[config.mk]
export PLATFORM = sky130hd
export DESIGN_NAME = fetch_issue_ctrl
export DESIGN_NICKNAME = d
export VERILOG_FILES = /design/src/rtl/fetch_issue_ctrl.sv
export SDC_FILE = /design/constraint.sdc
export NUM_CORES = 1
export LEC_CHECK = 0
export CAP_MARGIN = 20
export CORE_MARGIN = 2
export CORE_UTILIZATION = 50
export CTS_CLUSTER_SIZE = 8
export DETAILED_ROUTE_END_ITERATION = 12
export PLACE_DENSITY = 0.8
export SKIP_CTS_REPAIR_TIMING = 1
export SLEW_MARGIN = 40
export SYNTH_ARGS = -nofsm -noshare
export SYNTH_HDL_FRONTEND = slang
export SYNTH_SLANG_ARGS = --single-unit
[constraint.sdc]
create_clock -name clk1 -period 3.1 [get_ports clk1]
set_input_delay 0.93 -clock clk1 [delete_from_list [all_inputs] [get_ports clk1]]
set_output_delay 0.93 -clock clk1 [all_outputs]
set_load 0.01 [all_outputs]
[src/rtl/fetch_issue_ctrl.sv]
`default_nettype none
// ============================================================================
//  Module   : fetch_issue_ctrl
//  Purpose  : Fetch sequencer and in-order issue front end for a Tomasulo
//             core. Drives the PC into a 1-cycle registered instruction
//             memory and captures the returned 16-bit words in a small
//             circular queue. Each queue head is steered to the add or the
//             mul reservation-station group. Fetching stops at PROG_LEN or
//             when a HALT word (op 4'hF) returns.
//  Ports    : clk1, reset (async, active-high), restart (sync flush)
//             pc            -> fetch address
//             imem_instr    <- memory data, [15:0] valid 1 cycle after pc
//             add_rs_free / mul_rs_free <- reservation group has room
//             issue_valid / issue_instr / issue_unit -> issue handshake
//             done          -> program fully fetched and issued
//             stall_cnt     -> head-blocked cycle counter (optional)
//  Options  : `define ISSUE_STALL_CNT_EN builds the saturating stall counter;
//             otherwise stall_cnt is tied to zero.
//  Revision : 1.0 - initial release
// ============================================================================
module fetch_issue_ctrl #(
    parameter int QDEPTH   = 4,
    parameter int PROG_LEN = 6,
    parameter int PCW      = 32
) (
    input  logic           clk1,
    input  logic           reset,
    input  logic           restart,
    output logic [PCW-1:0] pc,
    input  logic [31:0]    imem_instr,
    input  logic           add_rs_free,
    input  logic           mul_rs_free,
    output logic           issue_valid,
    output logic [15:0]    issue_instr,
    output logic           issue_unit,
    output logic           done,
    output logic [15:0]    stall_cnt
);

    localparam int AW = (QDEPTH > 1) ? $clog2(QDEPTH) : 1;
    localparam int CW = AW + 1;
    localparam logic [3:0]     C_OP_HALT = 4'hF;
    localparam logic [PCW-1:0] C_PC_END  = PCW'(PROG_LEN);
    localparam logic [CW-1:0]  C_Q_FULL  = CW'(QDEPTH);

    // ops 0010/0011 go to the mul group; everything else to the add group
    function automatic logic decode_unit(input logic [15:0] instr);
        return (instr[15:12] == 4'h2) || (instr[15:12] == 4'h3);
    endfunction

    logic [PCW-1:0] pc_q, pc_d;
    logic           fetch_pending_q, fetch_pending_d;
    logic           fetch_stop_q, fetch_stop_d;
    logic           done_q, done_d;
    logic [AW-1:0]  head_q, head_d;
    logic [AW-1:0]  tail_q, tail_d;
    logic [CW-1:0]  count_q, count_d;
    logic [15:0]    queue_mem [QDEPTH];

    logic           q_empty;
    logic [15:0]    head_instr;
    logic           head_unit;
    logic           ret_halt;
    logic           launch;
    logic           push;
    logic           pop;
    logic           unused_imem_hi;

    assign unused_imem_hi = ^imem_instr[31:16];

    always_comb begin
        q_empty    = (count_q == '0);
        head_instr = queue_mem[head_q];
        head_unit  = decode_unit(head_instr);
        // a returning HALT also blocks a same-cycle launch so pc holds
        ret_halt   = fetch_pending_q && (imem_instr[15:12] == C_OP_HALT);
        // count + pending reserves a slot for the word still in flight,
        // so a push can never hit a full queue
        launch     = !restart && !fetch_stop_q && !ret_halt &&
                     (pc_q < C_PC_END) &&
                     ((count_q + CW'(fetch_pending_q)) < C_Q_FULL);
        push       = fetch_pending_q && !ret_halt && !restart;
        pop        = !restart && !q_empty &&
                     (head_unit ? mul_rs_free : add_rs_free);
    end

    always_comb begin
        pc_d            = pc_q;
        fetch_pending_d = fetch_pending_q;
        fetch_stop_d    = fetch_stop_q;
        done_d          = done_q;
        head_d          = head_q;
        tail_d          = tail_q;
        count_d         = count_q;
        if (restart) begin
            // the squashed fetch's data is ignored because pending clears
            pc_d            = '0;
            fetch_pending_d = 1'b0;
            fetch_stop_d    = 1'b0;
            done_d          = 1'b0;
            head_d          = '0;
            tail_d          = '0;
            count_d         = '0;
        end else begin
            if (launch) begin
                pc_d = pc_q + PCW'(1);
            end
            fetch_pending_d = launch;
            if (ret_halt || (pc_q == C_PC_END)) begin
                fetch_stop_d = 1'b1;
            end
            if (push) begin
                tail_d = tail_q + AW'(1);
            end
            if (pop) begin
                head_d = head_q + AW'(1);
            end
            case ({push, pop})
                2'b10:   count_d = count_q + CW'(1);
                2'b01:   count_d = count_q - CW'(1);
                default: count_d = count_q;
            endcase
            if (fetch_stop_q && !fetch_pending_q && q_empty) begin
                done_d = 1'b1;
            end
        end
    end

    always_ff @(posedge clk1 or posedge reset) begin
        if (reset) begin
            pc_q            <= '0;
            fetch_pending_q <= 1'b0;
            fetch_stop_q    <= 1'b0;
            done_q          <= 1'b0;
            head_q          <= '0;
            tail_q          <= '0;
            count_q         <= '0;
        end else begin
            pc_q            <= pc_d;
            fetch_pending_q <= fetch_pending_d;
            fetch_stop_q    <= fetch_stop_d;
            done_q          <= done_d;
            head_q          <= head_d;
            tail_q          <= tail_d;
            count_q         <= count_d;
        end
    end

    // storage needs no reset: a slot is only read after it has been written
    always_ff @(posedge clk1) begin
        if (push) begin
            queue_mem[tail_q] <= imem_instr[15:0];
        end
    end

    assign pc          = pc_q;
    assign done        = done_q;
    assign issue_valid = pop;
    assign issue_instr = q_empty ? 16'h0000 : head_instr;
    assign issue_unit  = q_empty ? 1'b0 : head_unit;

`ifdef ISSUE_STALL_CNT_EN
    logic [15:0] stall_cnt_q, stall_cnt_d;

    always_comb begin
        stall_cnt_d = stall_cnt_q;
        if (restart) begin
            stall_cnt_d = '0;
        end else if (!q_empty && !pop && (stall_cnt_q != 16'hFFFF)) begin
            stall_cnt_d = stall_cnt_q + 16'd1;
        end
    end

    always_ff @(posedge clk1 or posedge reset) begin
        if (reset) begin
            stall_cnt_q <= '0;
        end else begin
            stall_cnt_q <= stall_cnt_d;
        end
    end

    assign stall_cnt = stall_cnt_q;
`else
    assign stall_cnt = 16'h0000;
`endif

endmodule
`default_nettype wire

# After elaboration in Yosys (flattened, before gate mapping)
# Memory sizes are Yosys's and may differ from the RTL's.
# Index checks and enable logic that the tools add are counted.
[word_totals] regBits=42 latch_bits=0 ramBits=64 mem_bits_ro=0 input_bits=37 out_inout_bits=67 word_cells=65 n_memories=1
[memory_table] memory="queue_mem" depth=4 width=16 rd=1 rd_ports_with_merged_regs=0 write_ports=1 line="58" rtl="logic [15:0] queue_mem [QDEPTH];"
[op_classes] n_addsub=6 mul=0 n_div=0 n_lt_le_gt_ge=2 n_eq_ne=6 shift=0 n_mux=18 bitwise=0 n_reduce_logical=25
[ops] op="32-bit two-way mux" count=2
[ops] op="32-bit by 1-bit adder with 32-bit output (second input constant)" count=1
[ops] op="32-bit by 3-bit equality test with 1-bit output (second input constant)" count=1
[ops] op="32-bit by 3-bit less-than comparator with 1-bit output (second input constant)" count=1
[ops] op="16-bit two-way mux" count=1
[ops] op="1-bit logical AND" count=11
[ops] op="2-bit nonzero test" count=5
[ops] op="1-bit two-way mux" count=9
[ops] op="4-bit by 2-bit equality test with 1-bit output (second input constant)" count=2
[ops] op="2-bit two-way mux" count=4
[ops] op="3-bit one-hot mux with 2 select lines" count=1
[ops] op="1-bit logical NOT" count=5
[ops] op="2-bit by 1-bit adder with 2-bit output (second input constant)" count=2
[ops] op="4-bit equality test (second input constant)" count=1
[ops] op="3-bit by 1-bit adder with 3-bit output" count=1
[ops] op="3-bit by 1-bit adder with 3-bit output (second input constant)" count=1
[ops] op="3-bit logical NOT" count=1
[ops] op="3-bit less-than comparator (second input constant)" count=1
[ops] op="3-bit two-way mux" count=1
[ops] op="3-bit nonzero test" count=1
[ops] op="3-bit by 1-bit subtractor with 3-bit output (second input constant)" count=1
[ops] op="2-bit by 1-bit equality test with 1-bit output (second input constant)" count=1
[ops] op="2-bit equality test (second input constant)" count=1
[ops] op="1-bit logical OR" count=2

# Longest topological paths before layout
# Gate-level depths: netlist of run 1.
[depth] depth_word=8 mapped_depth=9

# Worst setup path after synthesis of run 1
# OpenSTA, ideal clock, no wires.
[synth_timing] path_kind="in2out" from="input port restart" to="output port issue_valid" t_arrival_ps=1723 slack_ps=447 path_stages=5 n_path_buf=2 path_cell_list="clkbuf_1 > nor3b_1 > mux2i_1 > buf_6 > inv_2"
[synth_via] elab_chain_len=3
[synth_rtl] item="from (decl)" line="28" rtl="input logic restart,"
[synth_rtl] item="1-bit logical NOT" line="83" rtl="pop = !restart && !q_empty &&"
[synth_rtl] item="1-bit logical AND (2 in series)" line="83"
[synth_rtl] item="to (decl)" line="33" rtl="output logic issue_valid,"
# No other way between the ends.

# Final worst setup path of run 1
[layout_timing] from="register head_q[0]" to="output port issue_valid"
[layout_via] elab_chain_len=5 elab_cells_between_ends=6 classes_between="eq/ne (2); mux (1); reduce/logical (2); memory (1)"
[layout_rtl] item="from (decl)" line="55" rtl="logic [AW-1:0] head_q, head_d;"
[layout_rtl] item="from (signal assigned)" line="135" rtl="head_q <= '0;"
[layout_rtl] item="from (signal assigned)" line="143" rtl="head_q <= head_d;"
[layout_rtl] item="memory 4 x 16 bit (*)"
[layout_rtl] item="4-bit by 2-bit equality test with 1-bit output" line="48" rtl="return (instr[15:12] == 4'h2) || (instr[15:12] == 4'h3);"
[layout_rtl] item="1-bit logical OR (*)" line="48"
[layout_rtl] item="1-bit two-way mux (*)" line="84" rtl="(head_unit ? mul_rs_free : add_rs_free);"
[layout_rtl] item="1-bit logical AND (*)" line="83"
# Every way passes the cells marked *; elsewhere a longest branch is shown, timed or not.

==> flow_summary_export.csv, run 1 <==
group,metric,value,unit
grt,use_met2,29.07,%
critical_path,crit_chain,"mux4_2, nor3b_2, mux2i_2, inv_2, dlymetal6s2s_1",
detailed_routing,ant_nets,0,
yosys,syn_area,4395,um^2
placement,place_area,5205,um^2
grt,grt.busiest_layer,"met2",
critical_path,critical_path_class,"flip-flop to output pin",
yosys,yosysWarnings,0,
sta,worstMarginPinSlew,0.5117,ns
sta,rsz0062_at_grt,"true",
detailed_routing,routed_via_density,5.162,
yosys,syn_area_per_cell,15.53,um^2
sta,setup_tns,0,ns
clock_tree,clk_pin_slew,0.10,ns
grt,antenna_found_initial,0,
critical_path,timing.rr.end,"count_q[2]$_DFFE_PP0P_",
detailed_routing,dr.pass1.iters,4,
yosys,ys_seq_elements,106,
cells_and_area,fin_util,63.69,%
sta,setup_ws,0.02083,ns
die,fp.dieW,97.76,um
pwr,combPwrFrac,31.4,%
placement,dp.cells,460,
sta,drv_slew,0,
cells_and_area,final_cell_area,5500,um^2
yosys,synth_ff_type,"edfxtp_1",
sta,hold_violations,0,
placement,routabilityCongestion,0.7166,
worst_hold_path,min_from,"done$_DFFE_PP0P_",
sta,fin_hold_ws,0.5126,ns
pwr,total_power,3.665,mW
grt,grt_pass1_wl,12880,um
yosys,ys_seq_area_share,67.63,%
sta,finalClockSkew,0.01384,ns
sta,period_minus_slack,3.079,ns
grt,grtUsageTotal,17.42,%
grt,overflow,0,
grt,met3_usage,4.510,%
sta,slew_headroom,65.88,%
critical_path,start_kind,"flip-flop",
clock_tree,cts-buffers-inserted,9,
critical_path,cp_max_fo,4,
pwr,power.share.switching,30.61,%
flow_run,max_cap_viol_count,0,
pwr,power.density,666.2,nW/um^2
detailed_routing,dr_total_vias,2488,
critical_path,worst_setup_path_end_kind,"output pin",
yosys,synth-async-reset-ratio,39.62,%
die,die_h,97.76,um
sta,min_period_over_period,99.33,%
clock_tree,cts_tree,"done",
sta,fmaxAchievable,324.8,MHz
grt,grt_pass1_vias,2504,
placement,pre_cts_slack,-0.2665,ns
worst_hold_path,whs_path_depth,2,
yosys,syn_inst,283,
critical_path,rrSetupSlack,0.42,ns
critical_path,reg2reg_from,"head_q[0]$_DFFE_PP0P_",
detailed_routing,drc_errors,0,
yosys,synth_top_cell_by_area,"edfxtp_1",
worst_hold_path,min_to,"done$_DFFE_PP0P_",
critical_path,crit_required,2.17,ns
yosys,synth_top_area_share,43.72,%
clock_tree,htree_num_levels,3,
die,start_util,50.90,%
grt,gr-usage-met1,22.88,%
critical_path,worstPathArrival,2.15,ns
placement,numPortBuffers,71,
sta,setup_viol,0,
worst_hold_path,hold_class,"flip-flop to flip-flop",
critical_path,max_stage_delay,0.55,ns
clock_tree,clock_latency,0.36,ns
critical_path,crit_slowest_cell,"mux4_2",
cells_and_area,nNetsFinal,413,
pwr,cellLeakagePower,2.345,nW
clock_tree,clockBufferDepth,2,
placement,dpl.hpwl,5244,um
clock_tree,cts-root-buf,"clkbuf_8",
pwr,pwr-share-clk,21.8,%
die,dieArea,9557,um^2
detailed_routing,drt_iter0_drc,144,
pwr,p_sw,1.122,mW
pwr,internal_power,2.543,mW
cells_and_area,layout.cells.non_filler,482,
detailed_routing,drt-total-wl,7836,um
critical_path,worstSetupStartpoint,"head_q[0]$_DFFE_PP0P_",
pwr,power_frac_seq,46.8,%
grt,grt_max_degree,45,
outcome,status,"complete, no violations",
die,core-area,8636,um^2
cells_and_area,num_antenna_cells,0,
die,pin_count,104,
pwr,ir_drop,0.0004401,V
critical_path,ff2ff_path_depth,8,
die,rows,34,
cells_and_area,drive_gt1_share,14.71,%
detailed_routing,routedWlPerCell,16.26,um
cells_and_area,syn_to_final_growth,25.14,%
clock_tree,cts_sinks,106,
yosys,synthTopCellsByArea,"edfxtp_1 44%, dfrtp_1 24%, mux4_2 6.1%",
yosys,synth_cell_type_count,41,
cells_and_area,fill_cells,613,
yosys,synth-edff-count,64,
## cells in the final DEF (no fill, tap or decap), types with 2 or more instances in the layout
cell             count
nor4_1               6
nand4_1              3
dfrtp_1             41
nor2_1              10
clkdlybuf4s50_1     56
o21ai_0              3
and2_1               5
nand2b_1             2
buf_4               17
a31oi_1              3
dlymetal6s2s_1      15
edfxtp_1            64
nor3b_2              2
nor2b_1             42
xnor2_1              2
inv_1                6
mux4_2              12
and2b_1              4
conb_1              16
o21bai_1             2
nor3b_1              2
nand2_1             12
mux4_1               4
clkbuf_8             9
inv_6                2
ha_1                 6
a21oi_1              4
## Yosys cell counts, types with 2 or more instances
library cell  instances
nor3_1                2
nand2b_1              2
buf_1                 3
nor3b_1               2
o21bai_1              2
and2b_1               4
ha_1                  6
buf_4                17
o21ai_0               3
inv_1                 6
mux2i_1               2
nand2_1              12
a31oi_1               3
nand4_1               3
xnor2_1               2
nor4_1                6
buf_6                 2
clkbuf_1              7
a21oi_1               4
edfxtp_1             64
mux4_1                4
nor2_1               10
mux4_2               12
and2_1                5
nor2b_1              42
nor3b_2               2
dfrtp_1              42
## power groups by stage
stage	registers, mW	clock network, mW	logic (mW)
floorplan	1.70	0	0.656
global placement	1.73	0	1.10
detailed placement	1.74	0	1.13
CTS	1.71	0.817	1.13
global route	1.73	0.875	1.26
finish	1.71	0.799	1.15
## flip-flops by register name, summed over array words and instances, names as in the netlist
name,count
count_q,3
done,1
fetch_pending_q,1
fetch_stop_q,1
head_q,2
pc,32
queue_mem,64
tail_q,2
## routing by layer
layer	wire length, um	part of all wire (%)
met1	3367	43
met4	100	1.3
met2	3998	51
met3	369	4.7
met5	0	0
## worst max-delay path, delay by kind of cell (launching register included)
family,cells,cell delay (ns)
multiplexers,2,0.86
flip-flops,1,0.45
buffers and inverters,2,0.25
AND/OR/NAND/NOR,1,0.23
## kinds of logic after synthesis
logic type | after synthesis | share of synthesized area [%]
flops | 106 | 67.63
simple gates | 94 | 12.81
buf+inv | 36 | 4.868
compound gates | 18 | 2.846
mux | 18 | 8.995
fa+ha+maj | 7 | 2.163
xor+xnor | 3 | 0.5979
other cells | 1 | 0.08532
## worst max path at each step
stage / slack (ns) / depth (start not counted) / to
3_3_place_gp: -0.24 / 5 / issue_valid
4_1_cts: -0.39 / 5 / issue_valid
6_report: 0.02 / 5 / issue_valid
3_5_place_dp: -0.27 / 5 / issue_valid
2_1_floorplan: 0.45 / 5 / issue_valid
5_1_grt: -0.1 / 5 / issue_valid
## final cells by class
cell class | count | area, um^2 | area share (%)
multi-input combinational | 156 | 1280 | 23.27
inverter | 7 | 26.28 | 0.4777
clock inverter | 6 | 61.31 | 1.115
sequential | 106 | 2974 | 54.07
tap | 108 | 135.1 | 2.457
clock buffer | 10 | 127.6 | 2.320
timing repair buffer | 89 | 895.9 | 16.29
Note: power is estimated with default switching activity, not from simulation.
==> inputs of run 2 (changes only) <==
Settings changed: CORE_MARGIN 2 to 8.
==> run 2 against run 1 <==
Net effect:
- the run now ends with negative setup slack left
- sequential power about the same
- clock power rose by 4.6%
- utilization up 0.14 points
- die area increased by 26%
- combinational power grew 5%
- design area grew 0.23%
- non-clock buffer count grew 3
==> flow_summary_export.csv, run 2 (same netlist as run 1, synthesis figures left out) <==
group,metric,value,unit
outcome,status,"finished, violations left",
outcome,violations,"negative setup slack",
cells_and_area,seqCellArea,2974,um^2
clock_tree,cts-root-buf,"clkbuf_8",
worst_hold_path,hold_class,"flip-flop to flip-flop",
detailed_routing,drt-total-wl,8673,um
detailed_routing,ant_nets,0,
cells_and_area,largest_reg_flops,64,
die,pin_count,104,
cells_and_area,num_antenna_cells,0,
cells_and_area,final_cell_mix,"64 x clkdlybuf4s50_1, 64 x edfxtp_1, 42 x nor2b_1, 41 x dfrtp_1, 20 x buf_4",
sta,slew_headroom,64.30,%
critical_path,timing.rr.end,"count_q[2]$_DFFE_PP0P_",
detailed_routing,drt_iter0_drc,98,
die,start_util,50.90,%
pwr,power.density,682.3,nW/um^2
sta,setup_ws,-0.05443,ns
critical_path,cp_max_fo,5,
sta,setup_tns,-0.1108,ns
pwr,ir_drop,0.0004324,V
die,fp.dieW,109.8,um
sta,rsz0062_at_grt,"true",
sta,hold_violations,0,
detailed_routing,routed_via_density,5.159,
critical_path,critical_path_class,"flip-flop to output pin",
cells_and_area,layout.cells.non_filler,485,
placement,routabilityCongestion,0.6875,
cells_and_area,largest_register,"queue_mem",
cells_and_area,drive_gt1_share,15.65,%
placement,dp.cells,466,
cells_and_area,syn_to_final_growth,25.42,%
sta,worstMarginPinSlew,0.5355,ns
sta,setup_viol,6,
worst_hold_path,min_to,"done$_DFFE_PP0P_",
detailed_routing,dr.pass1.iters,4,
sta,finalClockSkew,0.01789,ns
sta,period_minus_slack,3.154,ns
worst_hold_path,whs_path_depth,2,
clock_tree,cts-buffers-inserted,9,
detailed_routing,routedWlPerCell,17.88,um
sta,fmaxAchievable,317.0,MHz
placement,numPortBuffers,71,
die,core-area,8636,um^2
grt,grtUsageTotal,14.75,%
die,die_h,109.8,um
die,rows,34,
pwr,cellLeakagePower,2.243,nW
die,dieArea,12050,um^2
clock_tree,cts_tree,"done",
grt,grt_pass1_vias,2560,
critical_path,ff2ff_path_depth,9,
clock_tree,clk_pin_slew,0.10,ns
critical_path,worstPathArrival,2.22,ns
grt,grt_max_degree,45,
cells_and_area,fill_cells,634,
placement,dpl.hpwl,6005,um
worst_hold_path,min_from,"done$_DFFE_PP0P_",
critical_path,worst_setup_path_end_kind,"output pin",
grt,grt_pass1_wl,13440,um
detailed_routing,drc_errors,0,
clock_tree,clockBufferDepth,2,
cells_and_area,multi_input_area,1286,um^2
flow_run,max_cap_viol_count,0,
grt,antenna_found_initial,0,
clock_tree,cts_sinks,106,
sta,min_period_over_period,101.8,%
grt,overflow,0,
detailed_routing,dr_total_vias,2502,
critical_path,crit_required,2.17,ns
sta,drv_slew,0,
cells_and_area,nNetsFinal,416,
clock_tree,clock_latency,0.36,ns
clock_tree,htree_num_levels,3,
critical_path,rrSetupSlack,0.25,ns
critical_path,reg2reg_from,"head_q[0]$_DFFE_PP0P_",
critical_path,start_kind,"flip-flop",
pwr,total_power,3.761,mW
run 2: metrics by stage:
step | util [%] | instance area [um^2] | setup slack [ns] | hold slack, ns
final | 63.84 | 5513 | -0.05443 | 0.5319
after global routing | 63.84 | 5513 | -0.1307 | 0.5430
after CTS | 63.13 | 5451 | -0.4940 | 0.5329
after detailed placement | 60.79 | 5250 | -0.2458 | 0.5103
after global placement | 60.79 | 5250 | -0.2424 | 0.4897
after floorplan | - | 4452 | 0.4467 | 0.4971
run 2: worst max-delay path by stage:
| stage | startpoint | endpoint | slack, ns | cells after the start |
|---|---|---|---|---|
| 2_1_floorplan | restart | issue_valid | 0.45 | 5 |
| 3_3_place_gp | restart | issue_valid | -0.24 | 5 |
| 3_5_place_dp | restart | issue_valid | -0.25 | 5 |
| 4_1_cts | head_q[0]$_DFFE_PP0P_ | issue_valid | -0.49 | 5 |
| 5_1_grt | head_q[0]$_DFFE_PP0P_ | issue_valid | -0.13 | 5 |
| 6_report | head_q[0]$_DFFE_PP0P_ | issue_valid | -0.05 | 5 |
run 2: power by group:
part / total [mW] / switching, mW / internal (mW)
clock: 0.836 / 0.512 / 0.324
combinational: 1.21 / 0.567 / 0.642
sequential: 1.72 / 0.0990 / 1.62
run 2: final cells by class:
class,instances,share of cell area [%]
clock buffer,9,2.247
clock inverter,7,1.407
inverter,7,0.4766
multi-input combinational,156,23.33
sequential,106,53.95
tap,108,2.451
timing repair buffer,92,16.14
run 2: metal layers:
layer | vias up | GRT usage, % | part of all wire [%]
met5 | - | 0 | 0
met3 | 12 | 3.165 | 5.6
met4 | 0 | 6.075 | 1.7
met2 | 67 | 24.98 | 52
li1 | 1167 | - | -
met1 | 1256 | 17.98 | 41
run 2: critical path, stage by stage, from the launching register on:
cell	delay [ns]
dfrtp_2	0.46
mux4_2	0.57
nor3b_4	0.23
mux2i_2	0.34
inv_2	0.07
dlymetal6s2s_1	0.20
